`src/rtl/btb_pkg.sv`:
```
// Shared types and constants for the branch target buffer.
// Entry tags are held zero-extended to the widest possible tag so one struct serves every ENTRIES value.
package btb_pkg;

    localparam int unsigned PC_W      = 16;
    localparam int unsigned TAG_MAX_W = PC_W - 1;

    localparam logic [1:0] BTB_CTR_RST   = 2'b01;
    localparam logic [1:0] BTB_CTR_ALLOC = 2'b10;

    function automatic int unsigned btb_tag_w(input int unsigned idx_w);
        return PC_W - idx_w;
    endfunction

    typedef struct packed {
        logic                 valid;
        logic [TAG_MAX_W-1:0] tag;
        logic [PC_W-1:0]      target;
        logic [1:0]           ctr;
    } btb_entry_t;

endpackage

```
`src/rtl/btb_sat_ctr.sv`:
```
// 2-bit saturating up/down counter next-state function.
module btb_sat_ctr (
    input  logic [1:0] ctr,
    input  logic       up,
    output logic [1:0] ctr_nxt
);

    always_comb begin
        ctr_nxt = ctr;
        if (up) begin
            if (ctr != 2'b11) ctr_nxt = ctr + 2'd1;
        end else begin
            if (ctr != 2'b00) ctr_nxt = ctr - 2'd1;
        end
    end

endmodule

```
`src/rtl/branch_target_buffer.sv`:
```
// Direct-mapped branch target buffer with 2-bit predictors and a hit-flag pipeline to ID_EX.
// Optional BTB_STATS_EN adds saturating lookup/hit/redirect counters.
module branch_target_buffer
    import btb_pkg::*;
#(
    parameter  int unsigned ENTRIES = 16,
    localparam int unsigned IDX_W   = $clog2(ENTRIES)
) (
    input  logic        clk,
    input  logic        rst,
    input  logic [15:0] pc,
    input  logic        stall_IM_ID,
    input  logic        flow_change_ID_EX,
    input  logic        upd_en,
    input  logic [15:0] upd_pc,
    input  logic        upd_taken,
    input  logic [15:0] upd_target,
    output logic        btb_hit,
    output logic [15:0] btb_nxt_pc,
    output logic        btb_hit_ID_EX
`ifdef BTB_STATS_EN
    ,
    output logic [15:0] stat_lookups,
    output logic [15:0] stat_hits,
    output logic [15:0] stat_redirects
`endif
);

    localparam int unsigned TAG_W = btb_tag_w(IDX_W);

    btb_entry_t        table_q [ENTRIES];
    btb_entry_t        look_e;
    btb_entry_t        upd_e;
    logic [IDX_W-1:0]  look_idx;
    logic [IDX_W-1:0]  upd_idx;
    logic [TAG_W-1:0]  look_tag;
    logic [TAG_W-1:0]  upd_tag;
    logic              upd_match;
    logic [1:0]        ctr_nxt;
    logic              hit_im_id;

    assign look_idx = pc[IDX_W-1:0];
    assign look_tag = pc[PC_W-1:IDX_W];
    assign upd_idx  = upd_pc[IDX_W-1:0];
    assign upd_tag  = upd_pc[PC_W-1:IDX_W];

    // Lookup reads the registered table only, so a same-cycle update is seen next cycle.
    always_comb begin
        look_e     = table_q[look_idx];
        btb_hit    = look_e.valid && (look_e.tag == TAG_MAX_W'(look_tag)) && look_e.ctr[1];
        btb_nxt_pc = btb_hit ? look_e.target : '0;
    end

    always_comb begin
        upd_e     = table_q[upd_idx];
        upd_match = upd_e.valid && (upd_e.tag == TAG_MAX_W'(upd_tag));
    end

    btb_sat_ctr u_sat_ctr (
        .ctr     (upd_e.ctr),
        .up      (upd_taken),
        .ctr_nxt (ctr_nxt)
    );

    always_ff @(posedge clk) begin
        if (rst) begin
            for (int unsigned i = 0; i < ENTRIES; i++) begin
                table_q[i] <= '{valid: 1'b0, tag: '0, target: '0, ctr: BTB_CTR_RST};
            end
        end else if (upd_en) begin
            if (upd_match) begin
                table_q[upd_idx].ctr <= ctr_nxt;
                if (upd_taken) table_q[upd_idx].target <= upd_target;
            end else if (upd_taken) begin
                table_q[upd_idx] <= '{valid: 1'b1, tag: TAG_MAX_W'(upd_tag),
                                      target: upd_target, ctr: BTB_CTR_ALLOC};
            end
        end
    end

    always_ff @(posedge clk) begin
        if (rst) begin
            hit_im_id     <= 1'b0;
            btb_hit_ID_EX <= 1'b0;
        end else if (flow_change_ID_EX) begin
            hit_im_id     <= 1'b0;
            btb_hit_ID_EX <= 1'b0;
        end else if (stall_IM_ID) begin
            btb_hit_ID_EX <= 1'b0;
        end else begin
            hit_im_id     <= btb_hit;
            btb_hit_ID_EX <= hit_im_id;
        end
    end

`ifdef BTB_STATS_EN
    always_ff @(posedge clk) begin
        if (rst) begin
            stat_lookups   <= '0;
            stat_hits      <= '0;
            stat_redirects <= '0;
        end else begin
            if (!stall_IM_ID && stat_lookups != '1) stat_lookups <= stat_lookups + 16'd1;
            if (!stall_IM_ID && btb_hit && stat_hits != '1) stat_hits <= stat_hits + 16'd1;
            if (flow_change_ID_EX && stat_redirects != '1) stat_redirects <= stat_redirects + 16'd1;
        end
    end
`endif

endmodule

```
`config.mk`:
```
export PLATFORM = sky130hd
export DESIGN_NAME = branch_target_buffer
export DESIGN_NICKNAME = d
export VERILOG_FILES = /design/src/rtl/btb_pkg.sv /design/src/rtl/btb_sat_ctr.sv /design/src/rtl/branch_target_buffer.sv
export SDC_FILE = /design/constraint.sdc
export NUM_CORES = 1
export LEC_CHECK = 0
export ABC_CLOCK_PERIOD_IN_PS = 5640
export BUFFER_PORTS_ARGS = -buffer_cell sky130_fd_sc_hd__buf_4
export CAP_MARGIN = 20
export CORE_MARGIN = 8
export CORE_UTILIZATION = 25
export DETAILED_ROUTE_END_ITERATION = 6
export GPL_TIMING_DRIVEN = 0
export PLACE_DENSITY = 0.46
export SYNTH_ARGS = -nofsm -noshare
export SYNTH_HDL_FRONTEND = slang
export SYNTH_HIERARCHICAL = 1
export SYNTH_SLANG_ARGS = --single-unit
```
`constraint.sdc`:
```
create_clock -name clk -period 5.64 [get_ports clk]
set_input_delay 0.846 -clock clk [delete_from_list [all_inputs] [get_ports clk]]
set_output_delay 0.846 -clock clk [all_outputs]
set_load 0.03 [all_outputs]
```
==> metrics.cfg <==
[routing]
wire_per_inst_um=27.0
vias_per_cell=4.97
drtPass1Iterations=5
wirelength_um=85700
vias=15800
drc=0
ant_nets=0
drtIter0Drc=1525

[synth]
ys_types=53
synth_area_leader_cell=edfxtp_1
yosys-top-cells-area=edfxtp_1, mux4_2, and2_1
synthTopCellsByCount=edfxtp_1, and2_1, nor2_1, mux4_2, clkbuf_1
syn_nets=1762
post-synth-top-count-cell=edfxtp_1
yosys.area.top_type_share_pct=58.1
synth_seq_cells=498
synth_edf_count=480
yosysWarningCount=6
syn_avg_cell_area_um2=14.5
synthCells=1708
ys.flop_type=edfxtp_1
ys_seq_area_share_pct=59.5
async_flop_share_pct=0
netlist_area_mm2=0.0248

[finish]
instances_no_fill=3179
seqCellArea_mm2=0.0148
syn_to_final_growth_pct=16.9
layout-drive-gt1-share_pct=24.1
layout.nets=1897
multi_input_area_mm2=0.00938
nFillCells=9946
fin_util_pct=29.5

[timing]
period_needed_ps=5500
whs_ps=477
fmax_mhz=182
fin_setup_tns_ps=0
worstMarginPinSlew_ps=1220
fin_skew_ps=38.6
setup_violations=0
hold_violations=0
final.period_utilization_pct=97.5
rsz0062_at_grt=no
max-slew-margin-rel_pct=18.3
maxSlewViolCount=0

[clock_network]
htreeDepth=2
cts_buffers=57
cts.sink_count=498
cts_tree=yes
clockBufferDepth=3
clkTransAtPathRegs_ps=60
cts_hold_buf=0
root_buffer=clkbuf_16
clk_latency_ps=650

[job]
cap_violations=0

[power_and_ir_drop]
power_mw=8.98
p_int_mw=6.79
leakage_nw=9.81
clockPowerShare_pct=41.7
vdd_drop_max_v=0.000197
swShare_pct=24.3
power_frac_comb_pct=10.2
power_switching_mw=2.19
power_density_mw_per_mm2=309
power_frac_seq_pct=48.2

[global_route]
grt_max_degree=17
grt_util_met3_pct=3.42
grtUsageMet1_pct=19.6
grt_use_met2_pct=26.0
antenna_found_initial=2
grt_pass1_wl_um=120000
groute.usage.overall_pct=15.3
busiest_layer=met2
grt-ovfl-total=0
grt_pass1_vias=16100

[worst_hold_path]
holdPathStages=2
holdPathEnd=btb_hit_ID_EX
hold_path_class=in -> reg
hold_start=stall_IM_ID

[floorplan]
row_count=115
core_area_mm2=0.0984
start_util_pct=25.2
die_area_mm2=0.110
pin_count=72
die_w_um=331
dieHeight_um=331

[placed_design]
place_congestion=0.879
io_buffers=65
dp.cells=3071
dp_hpwl_um=60200

[critical_path]
critical_path.most_common_cell=buf_4
critical_path_class=in -> out
cp-end-kind=output pin
required_ps=4790
cp_cell_sequence=clkbuf_4 > buf_4 > buf_2 > buf_4 > mux2i_1 > mux2i_2 > xor2_1 > nor4_1 > buf_2 > nand4_1 > buf_4 > clkbuf_1 > nor2b_1 > buf_4
slowest_stage=buf_2
crit_path_max_fanout=10
r2r_slack_ps=1260
worst-r2r-cell-count=9
r2r_start=table_q[15][21]
crit_path_start_kind=input port
r2r-end=table_q[6][23]
cp.arrival_ps=4650
slowest_delay_ps=410

[status]
outcome=completed

## what timing repair did
action                     CTS  global route
pin swaps                    1             0
setup endpoints to repair   21           171
resized for setup           14            18
buffers inserted             1             0
## worst max path at each step
stage               from         endpoint  cells past startpoint
5_1_grt            pc[0]    btb_nxt_pc[1]                      9
3_5_place_dp       pc[3]    btb_nxt_pc[2]                     11
3_3_place_gp       pc[3]    btb_nxt_pc[2]                     10
4_1_cts        upd_pc[3]  table_q[14][23]                     12
6_report           pc[0]   btb_nxt_pc[13]                     14
2_1_floorplan      pc[3]   btb_nxt_pc[10]                     10
## critical path: cells and delay by family
family | cells | cell delay [ps]
XOR/XNOR | 1 | 190
buffers and inverters | 8 | 2340
multiplexers | 2 | 580
AND/OR/NAND/NOR | 3 | 650
## final cells by class
cell class / instances / share of cell area (%)
clock buffers: 73 / 5.34
plain buffers: 151 / 2.23
flip-flops and latches: 498 / 50.9
diodes: 1 / 0.00863
multi-input cells: 1039 / 32.3
well taps: 1287 / 5.55
clock inverters: 34 / 1.10
inverters: 18 / 0.233
repair buffers: 78 / 2.28
## registers in the layout, indices dropped and copies added, names as in the netlist
name and cells:
table_q 496, hit_im_id 1, btb_hit_ID_EX 1
## power groups by stage
stage	logic (mW)	clock network [mW]	registers, mW
floorplan	0.572	0	4.36
global placement	0.902	0	4.39
detailed placement	0.918	0	4.40
CTS	0.921	3.80	4.33
global route	0.963	3.93	4.34
finish	0.911	3.74	4.33
## through the flow
step / setup slack, ps / area [µm²]
after floorplan: 1070 / 24800
after global placement: -2380 / 26900
after detailed placement: -1210 / 27100
after CTS: 6.20 / 29000
after global routing: 13.2 / 29000
final: 140 / 29000
## kinds of logic after synthesis
family	synth area share (%)
AO/OA/AOI/OAI	3.29
XOR/XNOR	0.882
adder cells (fa/ha/maj)	0.0907
buffers and inverters	2.83
flip-flops	59.5
multiplexers	19.5
AND/OR/NAND/NOR	13.9
## cells in the final DEF, fill, tap and decap left out, drive strengths merged, types with 2 or more instances in the layout
cell      synthesis  layout
and2            265     265
mux2i            67      67
o22ai            23      23
nor4             14      14
a2111oi           4       4
a21o             16      16
a21oi             2       2
clkinvlp          0       2
nand3b            3       3
nor2            219     219
nor2b            27      27
nand2            39      39
clkinv            0      24
inv              18      21
bufinv            0       5
mux4            178     178
xor2             18      18
a211o             2       2
buf              54     130
or2              15      15
nor3b             4       4
nor3              7       7
o21bai           16      16
o21ai             4       4
a31o             16      16
maj3              2       2
nand3            18      18
nand2b           10      10
nand4b            2       2
xnor2             7       7
dfxtp            18      18
mux2             14      14
a221oi            6       6
clkbuf           99     172
and3              3       3
edfxtp          480     480
nand4            18      18
a22oi            10      10
## metal layers
metal | share of wire (%) | up-vias
met5 | 0.051 | -
met4 | 2.7 | 4
met3 | 7.4 | 126
met1 | 41 | 8279
li1 | - | 6726
met2 | 49 | 672
Power figures use the tool's default switching activity.
